**config.mk**
```make
export PLATFORM = sky130hd
export DESIGN_NAME = systolic_skew_feeder
export DESIGN_NICKNAME = d
export VERILOG_FILES = /design/src/rtl/systolic_pkg.sv /design/src/rtl/skew_delay_line.sv /design/src/rtl/systolic_skew_feeder.sv
export SDC_FILE = /design/constraint.sdc
export NUM_CORES = 1
export LEC_CHECK = 0
export BUFFER_PORTS_ARGS = -buffer_cell sky130_fd_sc_hd__buf_2
export CORE_MARGIN = 2
export CORE_UTILIZATION = 50
export CTS_CLUSTER_SIZE = 16
export DETAILED_ROUTE_END_ITERATION = 12
export HOLD_SLACK_MARGIN = 0.12
export PLACE_DENSITY = 0.84
export SKIP_CTS_REPAIR_TIMING = 1
export SYNTH_ARGS = -nofsm -noshare
export SYNTH_HDL_FRONTEND = slang
export SYNTH_SLANG_ARGS = --single-unit
```
**constraint.sdc**
```tcl
create_clock -name clk -period 13.6 [get_ports clk]
set_input_delay 0.68 -clock clk [delete_from_list [all_inputs] [get_ports clk]]
set_output_delay 0.68 -clock clk [all_outputs]
set_load 0.005 [all_outputs]
```
**src/rtl/systolic_pkg.sv**
```systemverilog
// Shared types and helpers for the systolic array feeder slice.
package systolic_pkg;

   typedef enum logic [1:0] {
      IDLE  = 2'd0,
      FEED  = 2'd1,
      FLUSH = 2'd2,
      DONE  = 2'd3
   } state_t;

   // Cycles of zero injection needed for the last wavefront to reach cell (N-1,N-1).
   function automatic int flush_len(input int n);
      return 32'sd2 * n - 32'sd1;
   endfunction

   function automatic int lane_lsb(input int lane, input int width);
      return lane * width;
   endfunction

endpackage

```
**src/rtl/skew_delay_line.sv**
```systemverilog
// Fixed-depth register shift line; shifts every cycle regardless of upstream state.
module skew_delay_line #(
   parameter int WIDTH = 8,
   parameter int DEPTH = 1
) (
   input  logic             clk,
   input  logic             rst,
   input  logic [WIDTH-1:0] d,
   output logic [WIDTH-1:0] q
);

   logic [WIDTH-1:0] stage_r [DEPTH];

   // Shift register chain, oldest value at the last stage.
   always_ff @(posedge clk or posedge rst) begin
      if (rst) begin
         for (int k = 0; k < DEPTH; k++) begin
            stage_r[k] <= {WIDTH{1'b0}};
         end
      end else begin
         stage_r[0] <= d;
         for (int k = 1; k < DEPTH; k++) begin
            stage_r[k] <= stage_r[k-1];
         end
      end
   end

   assign q = stage_r[DEPTH-1];

endmodule

```
**src/rtl/systolic_skew_feeder.sv**
```systemverilog
// Feeds skewed A columns / B rows into an NxN output-stationary systolic array,
// bracketing each job with an accumulator clear and a completion pulse.
module systolic_skew_feeder
   import systolic_pkg::*;
#(
   parameter int WIDTH = 8,
   parameter int N     = 4,
   parameter int KW    = 8
) (
   input  logic               clk,
   input  logic               rst,
   input  logic               start,
   input  logic [KW-1:0]      k_len,
   output logic               busy,
   input  logic               in_valid,
   output logic               in_ready,
   input  logic [N*WIDTH-1:0] a_vec,
   input  logic [N*WIDTH-1:0] b_vec,
   output logic [N*WIDTH-1:0] a_edge,
   output logic [N*WIDTH-1:0] b_edge,
   output logic               acc_clr,
   output logic               done
);

   localparam int FLUSH_LEN = flush_len(N);
   localparam int FW        = $clog2(FLUSH_LEN + 32'sd1);
   localparam logic [FW-1:0] FLUSH_LAST = FW'(FLUSH_LEN - 32'sd1);
   localparam logic [KW-1:0] STEP_ONE   = KW'(32'd1);

   state_t          state_r;
   state_t          state_s;
   logic [KW-1:0]   k_len_r;
   logic [KW-1:0]   step_cnt_r;
   logic [KW-1:0]   step_inc_s;
   logic [FW-1:0]   flush_cnt_r;
   logic            busy_r;
   logic            in_ready_r;
   logic            acc_clr_r;
   logic            done_r;
   logic            accept_s;

   // in_ready_r mirrors (state_r == FEED), so accepts never depend combinationally on in_valid.
   assign accept_s   = in_valid & in_ready_r;
   assign step_inc_s = step_cnt_r + STEP_ONE;

   // Next-state decode.
   always_comb begin
      state_s = state_r;
      case (state_r)
         IDLE: begin
            if (start) begin
               if (k_len != {KW{1'b0}}) begin
                  state_s = FEED;
               end else begin
                  state_s = DONE;
               end
            end else begin
               state_s = IDLE;
            end
         end
         FEED: begin
            if (accept_s && (step_inc_s == k_len_r)) begin
               state_s = FLUSH;
            end else begin
               state_s = FEED;
            end
         end
         FLUSH: begin
            if (flush_cnt_r == FLUSH_LAST) begin
               state_s = DONE;
            end else begin
               state_s = FLUSH;
            end
         end
         DONE:    state_s = IDLE;
         default: state_s = IDLE;
      endcase
   end

   // State register and registered status outputs.
   always_ff @(posedge clk or posedge rst) begin
      if (rst) begin
         state_r    <= IDLE;
         busy_r     <= 1'b0;
         in_ready_r <= 1'b0;
         acc_clr_r  <= 1'b0;
         done_r     <= 1'b0;
      end else begin
         state_r    <= state_s;
         busy_r     <= (state_s != IDLE);
         in_ready_r <= (state_s == FEED);
         acc_clr_r  <= (state_r == IDLE) && start;
         done_r     <= (state_r == DONE);
      end
   end

   // Job length latch, step counter and flush counter.
   always_ff @(posedge clk or posedge rst) begin
      if (rst) begin
         k_len_r     <= {KW{1'b0}};
         step_cnt_r  <= {KW{1'b0}};
         flush_cnt_r <= {FW{1'b0}};
      end else begin
         if ((state_r == IDLE) && start) begin
            k_len_r    <= k_len;
            step_cnt_r <= {KW{1'b0}};
         end else if (accept_s) begin
            step_cnt_r <= step_inc_s;
         end
         if ((state_r == FLUSH) && (state_s == FLUSH)) begin
            flush_cnt_r <= flush_cnt_r + FW'(32'd1);
         end else begin
            flush_cnt_r <= {FW{1'b0}};
         end
      end
   end

   // Non-accept slots inject zeros so the skew stays aligned and bubbles add nothing.
   for (genvar i = 0; i < N; i++) begin : g_lane
      localparam int LSB = lane_lsb(i, WIDTH);
      logic [WIDTH-1:0] a_lane_s;
      logic [WIDTH-1:0] b_lane_s;

      assign a_lane_s = accept_s ? a_vec[LSB +: WIDTH] : {WIDTH{1'b0}};
      assign b_lane_s = accept_s ? b_vec[LSB +: WIDTH] : {WIDTH{1'b0}};

      skew_delay_line #(.WIDTH(WIDTH), .DEPTH(i + 32'sd1)) u_a_skew (
         .clk (clk),
         .rst (rst),
         .d   (a_lane_s),
         .q   (a_edge[LSB +: WIDTH])
      );

      skew_delay_line #(.WIDTH(WIDTH), .DEPTH(i + 32'sd1)) u_b_skew (
         .clk (clk),
         .rst (rst),
         .d   (b_lane_s),
         .q   (b_edge[LSB +: WIDTH])
      );
   end

   assign busy     = busy_r;
   assign in_ready = in_ready_r;
   assign acc_clr  = acc_clr_r;
   assign done     = done_r;

endmodule

```
==> key figures <==
Layout
  • FILL cells: 910
  • Layout cells sized above 1: ~37%
  • Most frequent cells in the layout: dfrtp_1, buf_2, and3_1
  • ANT cells: 0
  • Commonest non-fill, non-tap cell in the layout: dfrtp_1
  • Area Overhead vs Synth: 17.53%
  • Nets: between 500 and 600
  • Multi-input combinational cell area: 1037 µm²
  • Register area: 4631 µm²

Synthesis
  • YS warnings: 0
  • FF+latch count, synth: approximately 190
  • Synth top area share: around three quarters
  • Number of synthesized flops with an enable pin: 0
  • Async S/R FF share, synth: 100.0%
  • Post-synthesis cell area: 6101 µm²
  • Area contributors post-synth: dfrtp_1, and3_1, buf_4, mux2_2, xnor2_1
  • Syn Inst Count: roughly 410
  • Area leader, netlist: dfrtp_1
  • Number of distinct library cells after synthesis: 36
  • Seq/Total Area, Yosys: ~76%
  • Post-Synthesis Net Count: ~490
  • Synth Flop Type: dfrtp_1
  • Avg Cell Area, Syn: around 15 µm²

STA
  • Worst slew pin tran: ~1.2 ns
  • Slew HR: roughly 17%
  • Final hold vios: 0
  • Final period util: between 10% and 20%
  • Final slew viol count: 0
  • # setup viols final: 0
  • Tmin final: between 2 and 2.5 ns
  • Setup TNS: 0 ns
  • Final worst slack: between 10 and 15 ns
  • Clk_skew: between 0.007 and 0.008 ns
  • RSZ-0062 raised after global routing: no
  • F_max: ~440 MHz

Global route
  • Largest net degree at the start of global routing: 97
  • Total gr overflow: 0
  • Initial antenna violation count: 0
  • First-pass GRT wire length: about 16 mm
  • Number of global-route vias before repair: about 3300
  • Gr usage total: ~17%

Routing
  • Final WL: between 10 and 15 mm
  • Met2 wire length: 5.171 mm
  • Routed vias: 3255
  • Drt wl/cell: around 16 µm
  • Antenna-violating nets left: 0
  • Vias per cell: between 4 and 5
  • TritonRoute pass-1 iters: 4
  • WL met1: between 4 and 5 mm
  • DR DRC count: 0
  • Uppermost layer routed: met4
  • Met3 wire length: ~530 µm
  • Initial DRC Count: about 230

Worst hold path
  • Worst min path class: reg2reg

Worst setup path
  • R2R Setup Slk: about 11 ns
  • Required @ worst endpoint: 13.88 ns
  • Critical path, cell by cell: buf_2 -> nand2_1 -> nor3_1 -> o211ai_1 -> a221oi_2 -> o21ai_0
  • Critical path arrival: 2.57 ns
  • Crit start category: input port
  • Crit path max-delay family: simple AND/OR/NAND/NOR gates
  • CP max stage cell: buf_2
  • Worst path max stage delay: 0.67 ns
  • Max FO, Critical Path: 67
  • Crit end category: flop
  • Buf+Inv Stages, Crit Path: 1
  • Crit path kind: in2reg

Die
  • Starting Density: between 50% and 60%
  • Die height: 114.5 µm
  • Die ar.: roughly 13000 µm²
  • Placement Rows: 40
  • I/O pins: 144
  • Die Width: between 100 and 150 µm
  • Core area: 11960 µm²

Clocking
  • CTS tree: yes
  • Reg clk slew, reported paths: roughly 0.07 ns
  • Root Driver: clkbuf_16
  • Clk buf depth: 2
  • Num CTS Buffers: 17
  • Clk Latency, worst-skew pair: ~0.42 ns
  • Clk sinks: ~190
  • H-tree depth: 4

Power and ir drop
  • Leak: roughly 0.0038 µW
  • Pwr dens: roughly 180 nW/µm²
  • Worst VDD drop: about 0.083 mV

Job
  • Max cap viols: 0

Place
  • DP HPWL: about 6.9 mm
  • GP Congestion: between 0.7 and 0.8
  • I/O Buffers: 143
  • Place WS: approximately 11 ns

Run status
  • Run status: complete, no violations
-- synthesized netlist by cell type (2+ instances only) --
library cell,n
ha_1,3
nor3_1,5
clkbuf_1,16
nand2_1,9
inv_1,4
xor2_1,4
o21ai_0,5
nor2_1,14
a21oi_1,4
nand3_1,3
mux2_2,8
nor3b_1,3
xnor2_1,9
and3_1,64
or3_2,2
buf_4,48
dfrtp_1,185
and2_1,2
o221ai_1,2
-- per-layer routing --
layer / up-vias / track usage, %
met4: 0 / 6.423
met3: 22 / 5.506
met1: 1622 / 21.90
met5: - / 0
li1: 1498 / -
met2: 113 / 27.22
-- power by group --
group	leakage [µW]	internal, µW	switching (µW)
combinational	0.00116	77.0	68.4
sequential	0.00239	631	51.4
clock	0.000268	272	201
-- cell type report --
cell class,instances,share of cell area [%]
Sequential cell,185,64.58
Clock inverter,12,2.007
Timing Repair Buffer,144,10.09
Inverter,4,0.3141
Multi-Input combinational cell,153,14.47
Tap cell,147,2.565
Clock buffer,18,5.985
-- sequential cells by signal, indices dropped and copies added (netlist names) --
| name | cells |
|---|---|
| flush_cnt_r | 3 |
| acc_clr | 1 |
| g_lane.u_b_skew.stage_r | 48 |
| busy | 1 |
| in_ready | 1 |
| g_lane.u_a_skew.q | 32 |
| state_r | 2 |
| g_lane.u_b_skew.q | 32 |
| k_len_r | 8 |
| g_lane.u_a_skew.stage_r | 48 |
| step_cnt_r | 8 |
| done | 1 |
-- per-stage QoR --
stage | area [µm²] | hold WS [ns] | total power (µW) | utilization, % | std cells
after floorplan | 6101 | 0.3312 | 799.1 | - | 407
after global placement | 6598 | 0.3317 | 826.5 | 55.16 | 633
after detailed placement | 6598 | 0.3347 | 840.3 | 55.16 | 633
after CTS | 7171 | 0.3441 | 1313 | 59.95 | 663
after global routing | 7171 | 0.3511 | 1367 | 59.95 | 663
final | 7171 | 0.3411 | 1299 | 59.95 | 663
-- logic make-up (layout without fill, tap and decap cells) --
family          Yosys count  in the layout  synth area share (%)
fa+ha+maj                 3              3                0.6153
compound gates           17             17                 1.989
simple gates            111            111                 10.81
mux                       9              9                 1.641
xor+xnor                 13             13                 1.866
buf+inv                  69            178                 7.199
flops                   185            185                 75.88
-- final timing paths --
path                                                     start                              to  cells after the start
worst max-delay path                                  in_valid                        in_ready                      6
worst min-delay path            g_lane[2].u_b_skew.stage_r[21]  g_lane[2].u_b_skew.stage_r[13]                      0
worst max register to register                        in_ready                        in_ready                      5
worst min register to register  g_lane[2].u_b_skew.stage_r[21]  g_lane[2].u_b_skew.stage_r[13]                      0
max in group asynchronous                                  rst  g_lane[2].u_b_skew.stage_r[18]                      3
min in group asynchronous                                  rst  g_lane[3].u_a_skew.stage_r[29]                      2
No activity file was read; power rests on OpenSTA's default activity.
